File: config.mk
export PLATFORM = sky130hd
export DESIGN_NAME = entry_park_flat
export DESIGN_NICKNAME = d
export VERILOG_FILES = /design/src/rtl/entry_park_if.sv /design/src/rtl/entry_park.sv /design/src/flat_wrapper.sv
export SDC_FILE = /design/constraint.sdc
export NUM_CORES = 1
export LEC_CHECK = 0
export CAP_MARGIN = 20
export CORE_MARGIN = 2
export CORE_UTILIZATION = 40
export DETAILED_ROUTE_END_ITERATION = 12
export GPL_TIMING_DRIVEN = 0
export PLACE_DENSITY = 0.72
export SYNTH_ARGS = -nofsm -noshare
export SYNTH_HDL_FRONTEND = slang
export SYNTH_SLANG_ARGS = --single-unit
File: constraint.sdc
create_clock -name clk -period 1.2 [get_ports clk]
set_clock_uncertainty 0.1 [all_clocks]
set_input_delay 0.24 -clock clk [delete_from_list [all_inputs] [get_ports clk]]
set_output_delay 0.24 -clock clk [all_outputs]
set_load 0.02 [all_outputs]
File: src/rtl/entry_park_if.sv
// Bundles the parking-entry request and result signals between upstream control and entry_park.
// No storage of its own; all timing belongs to entry_park (one clock from request to result).
// No backpressure: a request is taken every cycle that entry is high.
interface entry_park_if;
  // Request side: a car-entry request and the current free-space bitmap (bit i = 1 means free).
  logic       entry;
  logic [7:0] parking_capacity;

  // Result side: all registered inside entry_park.
  logic [2:0] park_number;
  logic       park_valid;
  logic       reject;
  logic       full;
  logic [3:0] free_count;

  // Upstream control drives requests and observes results.
  modport master (
    output entry,
    output parking_capacity,
    input  park_number,
    input  park_valid,
    input  reject,
    input  full,
    input  free_count
  );

  // The allocator samples requests and drives results.
  modport slave (
    input  entry,
    input  parking_capacity,
    output park_number,
    output park_valid,
    output reject,
    output full,
    output free_count
  );
endinterface

File: src/rtl/entry_park.sv
// Assigns the lowest-index free parking space to each entry request and reports occupancy.
// Latency: exactly one clk from sampled entry/parking_capacity to every output; no comb path.
// No backpressure: every high cycle of entry is an independent request, accepted or rejected.
module entry_park (
  input  logic        clk,
  input  logic        rst_n,
  entry_park_if.slave bus
);

  // Combinational view of the sampled bitmap.
  logic [2:0] cand_idx;   // lowest-index free space
  logic       any_free;   // at least one space free
  logic [3:0] pop_cnt;    // number of free spaces, 0..8
  logic [1:0] pair_sum [4];
  logic [2:0] quad_sum [2];
  logic       accept;
  logic       refuse;

  // Registered outputs and their next-state values.
  logic [2:0] park_number_q, park_number_d;
  logic       park_valid_q,  park_valid_d;
  logic       reject_q,      reject_d;
  logic       full_q,        full_d;
  logic [3:0] free_count_q,  free_count_d;

  // Priority encoder: scan from the top down so the lowest set bit is the last to win.
  always_comb begin
    cand_idx = 3'd0;
    for (int i = 7; i >= 0; i--) begin
      if (bus.parking_capacity[i]) begin
        cand_idx = 3'(i);
      end
    end
  end

  // Population count of the free-space bitmap as a small adder tree.
  always_comb begin
    for (int p = 0; p < 4; p++) begin
      pair_sum[p] = {1'b0, bus.parking_capacity[2*p]} + {1'b0, bus.parking_capacity[2*p+1]};
    end
    quad_sum[0] = {1'b0, pair_sum[0]} + {1'b0, pair_sum[1]};
    quad_sum[1] = {1'b0, pair_sum[2]} + {1'b0, pair_sum[3]};
    pop_cnt     = {1'b0, quad_sum[0]} + {1'b0, quad_sum[1]};
  end

  // Next-state: a request is granted when any space is free, otherwise refused; the
  // assigned index only moves on a grant, occupancy flags follow the bitmap every cycle.
  always_comb begin
    any_free      = |bus.parking_capacity;
    accept        = bus.entry & any_free;
    refuse        = bus.entry & ~any_free;
    park_number_d = park_number_q;
    if (accept) begin
      park_number_d = cand_idx;
    end
    park_valid_d  = accept;
    reject_d      = refuse;
    full_d        = ~any_free;
    free_count_d  = pop_cnt;
  end

  // Output registers; reset clears everything at once so a request in flight is dropped.
  always_ff @(posedge clk or negedge rst_n) begin
    if (!rst_n) begin
      park_number_q <= 3'd0;
      park_valid_q  <= 1'b0;
      reject_q      <= 1'b0;
      full_q        <= 1'b0;
      free_count_q  <= 4'd0;
    end else begin
      park_number_q <= park_number_d;
      park_valid_q  <= park_valid_d;
      reject_q      <= reject_d;
      full_q        <= full_d;
      free_count_q  <= free_count_d;
    end
  end

  assign bus.park_number = park_number_q;
  assign bus.park_valid  = park_valid_q;
  assign bus.reject      = reject_q;
  assign bus.full        = full_q;
  assign bus.free_count  = free_count_q;

endmodule

File: src/flat_wrapper.sv
// flat-port wrapper written by rule: the top's interface ports become plain ports
module entry_park_flat 
  (clk, rst_n, bus_entry, bus_parking_capacity, bus_park_number, bus_park_valid, bus_reject, bus_full, bus_free_count);
  entry_park_if bus_i ();
  input  logic clk;
  input  logic rst_n;
  input wire logic [$bits(bus_i.entry)-1:0] bus_entry;
  input wire logic [$bits(bus_i.parking_capacity)-1:0] bus_parking_capacity;
  output wire logic [$bits(bus_i.park_number)-1:0] bus_park_number;
  output wire logic [$bits(bus_i.park_valid)-1:0] bus_park_valid;
  output wire logic [$bits(bus_i.reject)-1:0] bus_reject;
  output wire logic [$bits(bus_i.full)-1:0] bus_full;
  output wire logic [$bits(bus_i.free_count)-1:0] bus_free_count;
  assign bus_i.entry = bus_entry;
  assign bus_i.parking_capacity = bus_parking_capacity;
  assign bus_park_number = bus_i.park_number;
  assign bus_park_valid = bus_i.park_valid;
  assign bus_reject = bus_i.reject;
  assign bus_full = bus_i.full;
  assign bus_free_count = bus_i.free_count;
  entry_park u_core (.clk(clk), .rst_n(rst_n), .bus(bus_i));
endmodule
; Word level (Yosys, flattened, before mapping)
; Index checks and enable logic that the tools add are counted.
[op_classes]
bitwise_logic = 3
reduce_logical = 1
add_sub_neg = 7
mux = 8
[ops]
columns = operator, n
row1 = 2-to-1 mux 3 bit, 8
row2 = adder 1 x 1 -> 2 bit, 4
row3 = OR reduction 8 bit, 1
row4 = adder 2 x 2 -> 3 bit, 2
row5 = adder 3 x 3 -> 4 bit, 1
row6 = bitwise AND 1 bit, 2
row7 = NOT 1 bit, 1
[totals]
output_inout_bits = 10
wordCells = 24
inputBits = 11
ff_bits = 10

; Depth between registers and ports, before layout
; Gate-level depths: netlist of the first run.
[logic_depth]
ltp_word = 8
depth_mapped = 9
depth_no_buf = 9

; Least setup slack after synthesis of the first run
; No wires, ideal clock.
[synth_path]
path_type = input to register
start = in bus_parking_capacity[0]
end = reg u_core.free_count_q[2] (netlist: u_core.bus.free_count[2])
path_slack_ns = -1.442
n_path_buf = 0
path_stages = 9
required_time_ns = 0.977
t_arrival_ns = 2.420
setup_ns = 0.123
path_cell_list = inv_1 -> fa_1 -> fa_1 -> fa_1 -> inv_1 -> ha_1 -> inv_1 -> fa_1 -> xnor2_1
[synth_between]
elab_chain_cells = 3
[synth_rtl]
columns = element, line
row1 = "start, declared", flat_wrapper.sv:8  ; input wire logic [$bits(bus_i.parking_capacity)-1:0] bus_parking_capacity;
row2 = adder 1 x 1 -> 2 bit, entry_park.sv:39  ; pair_sum[p] = {1'b0, bus.parking_capacity[2*p]} + {1'b0, bus.parking_capacity[2*p+1]};
row3 = adder 2 x 2 -> 3 bit, entry_park.sv:41  ; quad_sum[0] = {1'b0, pair_sum[0]} + {1'b0, pair_sum[1]};
row4 = adder 3 x 3 -> 4 bit, entry_park.sv:43  ; pop_cnt = {1'b0, quad_sum[0]} + {1'b0, quad_sum[1]};
row5 = named net u_core.free_count_d[2], entry_park.sv:24  ; logic [3:0] free_count_q, free_count_d;
row6 = "end signal, assigned", entry_park.sv:75  ; free_count_q <= free_count_d;
row7 = "end, declared", entry_park.sv:24
; The timed path passes the listed nets, and every way through them passes these cells.
; A chain may end at the register's enable or synchronous reset.

; Worst setup path in the final report of the first run
[layout_path]
start = in bus_parking_capacity[0]
end = reg u_core.free_count_q[1] (netlist: u_core.bus.free_count[1])
; Same word-level chain as after synthesis.

==> results.py, run 1 <==
metrics = {
    "power_and_ir_drop": {
        "powerDensity_nw_per_um2": 1150,
        "internal_power_uw": 735,
        "combPwrFrac_pct": 43.9,
        "p_seq_share_pct": 37.5,
        "p_sw_share_pct": 32.6,
        "p_switching_uw": 355,
        "ir_drop_v": 0.000702,
        "clock_power_share_pct": 18.6,
        "power_leakage_uw": 0.000507,
    },
    "worst_hold_path": {
        "hold_path.class": "input pin to async pin",
    },
    "global_routing": {
        "grt_pass1_wl_microns": 2150,
        "grt_usage_pct": 15.6,
        "grt_antenna_before_repair": 0,
        "overflow": 0,
        "grt_max_degree": 11,
        "grt_pass1_vias": 506,
    },
    "clock_network": {
        "cts_tree": "yes",
        "path_clk_slew_ns": 0.06,
        "clock_path_buffers": 2,
        "clock_latency_ns": 0.24,
        "cts-root-buf": "clkbuf_4",
        "clock_sinks": 10,
        "h-tree-depth": 1,
        "cts_made_buffers": 3,
        "hold_buffers": 0,
    },
    "timing": {
        "fin_crit_ns": 2.54,
        "post-route-period-util_pct": 212,
        "setup_tns_ns": -4.78,
        "setup_ws_ns": -1.34,
        "setup-violations-final": 6,
        "relSlewSlack_pct": 72.2,
        "hold_viol": 0,
        "tightest_slew_ns": 0.416,
        "grt_setup_unrepaired": "true",
        "fmax_ghz": 0.394,
        "slew_violations": 0,
    },
    "floorplanning": {
        "initial_utilization_pct": 44.0,
        "chipHeight_microns": 42.3,
        "dieArea_sq_um": 1790,
        "fp.dieW_microns": 42.3,
        "io_pins": 21,
        "num_rows": 13,
        "core-area_sq_um": 1330,
    },
    "setup_path": {
        "cp.arrival_ns": 2.58,
        "r2r_cells": 1,
        "r2r_setup_slack_ns": 0.36,
        "crit_required_ns": 1.24,
        "worstSetupEndpointType": "flop",
        "critPathKind": "input pin to flop",
        "r2r-start": "u_core.bus.park_number[0]",
        "crit_path_start_kind": "input pin",
        "rr_endpoint": "u_core.bus.park_number[0]",
        "crit_fanout": 3,
    },
    "cells_and_area": {
        "nFillCells": 104,
        "area_growth_pct": 61.4,
        "fin_cells": 104,
        "fin_nets": 110,
        "drive_above_1_share_pct": 58.4,
        "fin_area_sq_um": 947,
        "antenna_cells": 0,
    },
    "placement": {
        "io_buffers": 20,
        "place_congestion": 0.779,
        "dp_cells": 87,
        "place_area_sq_um": 843,
        "hpwl_microns": 826,
    },
    "yosys": {
        "ys_ff_latch": 10,
        "ys_seq_area_share_pct": 42.6,
        "yosys_warnings": 0,
        "syn_nets": 71,
        "netlist_area_sq_um": 587,
        "synth.avg_cell_area_sq_um": 11.3,
        "synth.distinct_cells": 20,
        "syn_inst": 52,
    },
    "route": {
        "wl_per_cell_microns": 11.9,
        "drt_first_pass_iters": 2,
        "final_antenna_net_count": 0,
        "vias": 496,
        "drtIter0Drc": 4,
        "routed_wl_microns": 1240,
        "drc_errors": 0,
        "viasPerCell": 4.77,
    },
    "outcome": {
        "violations": "setup timing",
        "status": "finished with violations",
    },
    "job": {
        "max_cap_viol_count": 0,
    },
}
## synthesized netlist by cell type, drive strengths merged
cell type	n	area, sq um
xnor2	1	8.76
nor2	2	7.51
nor3	1	5.00
o211ai	1	7.51
a21boi	1	7.51
mux2	2	30.0
o21ai	2	10.0
inv	15	56.3
and3	1	7.51
nor2b	1	6.26
dfrtp	10	250
o2bb2ai	1	8.76
a22o	1	8.76
ha	4	50.1
nand2b	1	13.8
a21oi	1	5.00
nor4	1	12.5
fa	4	80.1
nand3	1	5.00
and2	1	6.26
## placed cells by master, fill, tap and decap left out, drive strengths merged, types with 2 or more instances in the layout
| cell | count |
|---|---|
| o21ai | 2 |
| ha | 4 |
| clkbuf | 3 |
| nor2 | 2 |
| mux2 | 2 |
| inv | 15 |
| dfrtp | 10 |
| clkdlybuf4s50 | 2 |
| buf | 31 |
| fa | 4 |
## logic make-up (layout without fill, tap and decap cells)
kind of cell / after synthesis / in the layout / share of synthesized area (%)
mux: 2 / 2 / 5.12
compound gates: 7 / 7 / 8.10
flops: 10 / 10 / 42.6
buf+inv: 15 / 52 / 9.59
xor+xnor: 1 / 1 / 1.49
simple gates: 9 / 9 / 10.9
fa+ha+maj: 8 / 8 / 22.2
## sequential cells by signal (all words and copies together), names as in the netlist
signal                  flops
u_core.bus.full             1
u_core.bus.reject           1
u_core.bus.park_valid       1
u_core.bus.park_number      3
u_core.bus.free_count       4
## metrics by stage
step | total power, uW | utilization [%] | hold WS, ns | setup slack [ns]
floorplan | 666 | - | -0.156 | -1.39
global placement | 866 | 63.2 | 0.380 | -2.16
detailed placement | 867 | 63.2 | 0.389 | -2.15
finish | 1090 | 71.0 | 0.196 | -1.34
global route | 1180 | 71.0 | 0.219 | -1.40
CTS | 1090 | 69.7 | 0.188 | -1.40
## area by class of cell
cell class	instances	area, sq um	area share [%]
Clock buffer	3	22.5	2.38
Inverter	15	71.3	7.53
Multi-Input combinational cell	27	322	33.9
Sequential cell	10	250	26.4
Tap cell	15	18.8	1.98
Timing Repair Buffer	34	263	27.7
## power groups by stage
stage / Combinational (uW) / Clock [uW] / Sequential [uW]
after detailed placement: 449 / 0 / 419
after global placement: 449 / 0 / 417
after floorplan: 170 / 0 / 496
final: 478 / 203 / 409
after global routing: 534 / 234 / 415
after CTS: 466 / 214 / 412
## how the worst max path moves through the flow
stage	start	to
2_1_floorplan	bus_parking_capacity[0]	u_core.bus.free_count[2]
3_3_place_gp	bus_parking_capacity[0]	u_core.bus.free_count[1]
3_5_place_dp	bus_parking_capacity[0]	u_core.bus.free_count[1]
4_1_cts	bus_parking_capacity[1]	u_core.bus.free_count[1]
5_1_grt	bus_parking_capacity[0]	u_core.bus.free_count[1]
6_report	bus_parking_capacity[0]	u_core.bus.free_count[1]
## what timing repair did
action | in CTS | in global routing
pin swaps | 5 | 6
endpoints found under the hold margin | 0 | 0
resized for setup | 81 | 10
buffers inserted | 10 | 4
endpoints found under the setup margin | 20 | 12
## per-layer routing
metal  vias up  routed length [microns]  GRT usage, %
met4         0                       13          9.38
li1        238                        -             -
met3         4                       80          1.29
met1       235                      506          19.3
met5         -                        0             0
met2        19                      637          26.2
## critical path, cell delays in order
cell and delay, ns:
buf_12 0.09, inv_12 0.03, fa_1 0.54, fa_1 0.43, fa_1 0.45, inv_2 0.08
ha_4 0.13, inv_2 0.04, fa_2 0.52, inv_2 0.03
Note: power is estimated with default switching activity, not from simulation.
==> run 2, diff against run 1 <==
CORE_MARGIN = 8   (was 2)
==> results.py, run 2 (synthesis gave the netlist of run 1 again) <==
metrics = {
    "timing": {
        "timing.hold.ws_ns": 0.170,
        "setup_ws_ns": -1.34,
        "tightest_slew_ns": 0.415,
        "setup_tns_ns": -4.85,
        "hold_viol": 0,
        "fin_crit_ns": 2.54,
        "relSlewSlack_pct": 72.2,
        "grt_setup_unrepaired": "true",
        "fmax_ghz": 0.394,
        "setup-violations-final": 7,
        "post-route-period-util_pct": 212,
        "slew_violations": 0,
    },
    "setup_path": {
        "worstSetupEndpointType": "flop",
        "critPathKind": "input pin to flop",
        "crit_fanout": 3,
        "cp.arrival_ns": 2.60,
        "crit_required_ns": 1.26,
        "crit_path_start_kind": "input pin",
    },
    "floorplanning": {
        "fp.dieW_microns": 54.3,
        "initial_utilization_pct": 40.9,
        "num_rows": 14,
        "io_pins": 21,
        "core-area_sq_um": 1440,
        "dieArea_sq_um": 2950,
        "chipHeight_microns": 54.3,
    },
    "power_and_ir_drop": {
        "p_switching_uw": 392,
        "powerDensity_nw_per_um2": 1290,
        "p_sw_share_pct": 32.8,
        "ir_drop_v": 0.000621,
        "power_leakage_uw": 0.000490,
        "p_seq_share_pct": 34.4,
        "clock_power_share_pct": 25.1,
        "combPwrFrac_pct": 40.6,
        "internal_power_uw": 805,
    },
    "global_routing": {
        "overflow": 0,
        "grt_pass1_wl_microns": 2240,
        "grt_pass1_vias": 483,
        "grt_usage_pct": 11.1,
        "grt_max_degree": 11,
        "grt_antenna_before_repair": 0,
    },
    "outcome": {
        "status": "finished with violations",
        "violations": "setup timing",
    },
    "placement": {
        "io_buffers": 20,
        "place_congestion": 0.782,
        "dpl_worst_slack_ns": -2.16,
        "place_area_sq_um": 845,
        "hpwl_microns": 1040,
    },
    "clock_network": {
        "hold_buffers": 0,
        "cts_made_buffers": 3,
        "path_clk_slew_ns": 0.07,
        "cts_tree": "yes",
        "clock_sinks": 10,
        "cts-root-buf": "clkbuf_4",
        "h-tree-depth": 1,
        "clock_path_buffers": 2,
        "clock_latency_ns": 0.26,
    },
    "route": {
        "final_antenna_net_count": 0,
        "wl_per_cell_microns": 14.7,
        "drtIter0Drc": 3,
        "drc_errors": 0,
        "vias": 483,
        "drt_first_pass_iters": 4,
        "viasPerCell": 4.78,
        "routed_wl_microns": 1480,
    },
    "worst_hold_path": {
        "hold_path.class": "input pin to async pin",
    },
    "cells_and_area": {
        "antenna_cells": 0,
        "layout_common_cells": "12 x buf_2, 10 x dfrtp_1, 9 x inv_1",
        "area_growth_pct": 58.4,
        "largest_reg_flops": 4,
        "fin_util_pct": 64.7,
        "fin_nets": 105,
        "nFillCells": 119,
        "fin_area_sq_um": 930,
        "drive_above_1_share_pct": 55.3,
        "layout_commonest_cell": "buf_2",
    },
    "job": {
        "max_cap_viol_count": 0,
    },
}
run 2: area by class of cell:
type / count / area [sq um] / share of cell area (%)
multi-input cells: 27 / 322 / 34.6
flip-flops and latches: 10 / 250 / 26.9
repair buffers: 29 / 230 / 24.8
inverters: 15 / 71.3 / 7.67
clock buffers: 4 / 36.3 / 3.90
well taps: 16 / 20.0 / 2.15
run 2: repair_timing:
item                       4_1_cts  5_1_grt
pin swaps                        6        5
setup endpoints to repair       20        8
resized for setup               84        8
buffers inserted                 3        6
run 2: worst paths after layout:
| kind | start | endpoint | slack [ns] | cells after the start |
|---|---|---|---|---|
| setup / recovery | bus_parking_capacity[1] | u_core.bus.free_count[1] | -1.34 | 10 |
| hold / removal | rst_n | u_core.bus.park_valid | 0.17 | 1 |
| setup reg to reg | u_core.bus.park_number[0] | u_core.bus.park_number[0] | 0.21 | 2 |
| hold reg to reg | u_core.bus.park_number[2] | u_core.bus.park_number[2] | 0.40 | 1 |
| max in group asynchronous | rst_n | u_core.bus.park_number[0] | 0.54 | 1 |
| min in group clk | bus_parking_capacity[1] | u_core.bus.park_number[2] | 0.17 | 4 |
run 2: per-layer routing:
metal,GRT usage (%),up-vias,part of all wire (%)
met4,12.3,0,4.1
met5,0,-,0
met1,11.2,233,35
met3,2.45,6,8.6
met2,17.6,16,52
li1,-,228,-
run 2: power by group through the flow:
stage | registers (uW) | clock network, uW | logic, uW
detailed placement | 422 | 0 | 462
CTS | 414 | 319 | 418
global route | 419 | 340 | 535
finish | 411 | 300 | 485
floorplan | 496 | 0 | 170
global placement | 416 | 0 | 450
run 2: worst max-delay path: stages:
cell and delay, ns:
buf_8 0.08, inv_4 0.03, fa_1 0.55, fa_1 0.43
fa_1 0.47, inv_2 0.08, ha_4 0.13, inv_2 0.03
fa_2 0.52, inv_2 0.03
run 2: per-stage QoR:
step	total power (uW)	instances
detailed placement	884	88
floorplan	666	52
CTS	1150	95
global placement	866	88
global route	1290	101
finish	1200	101
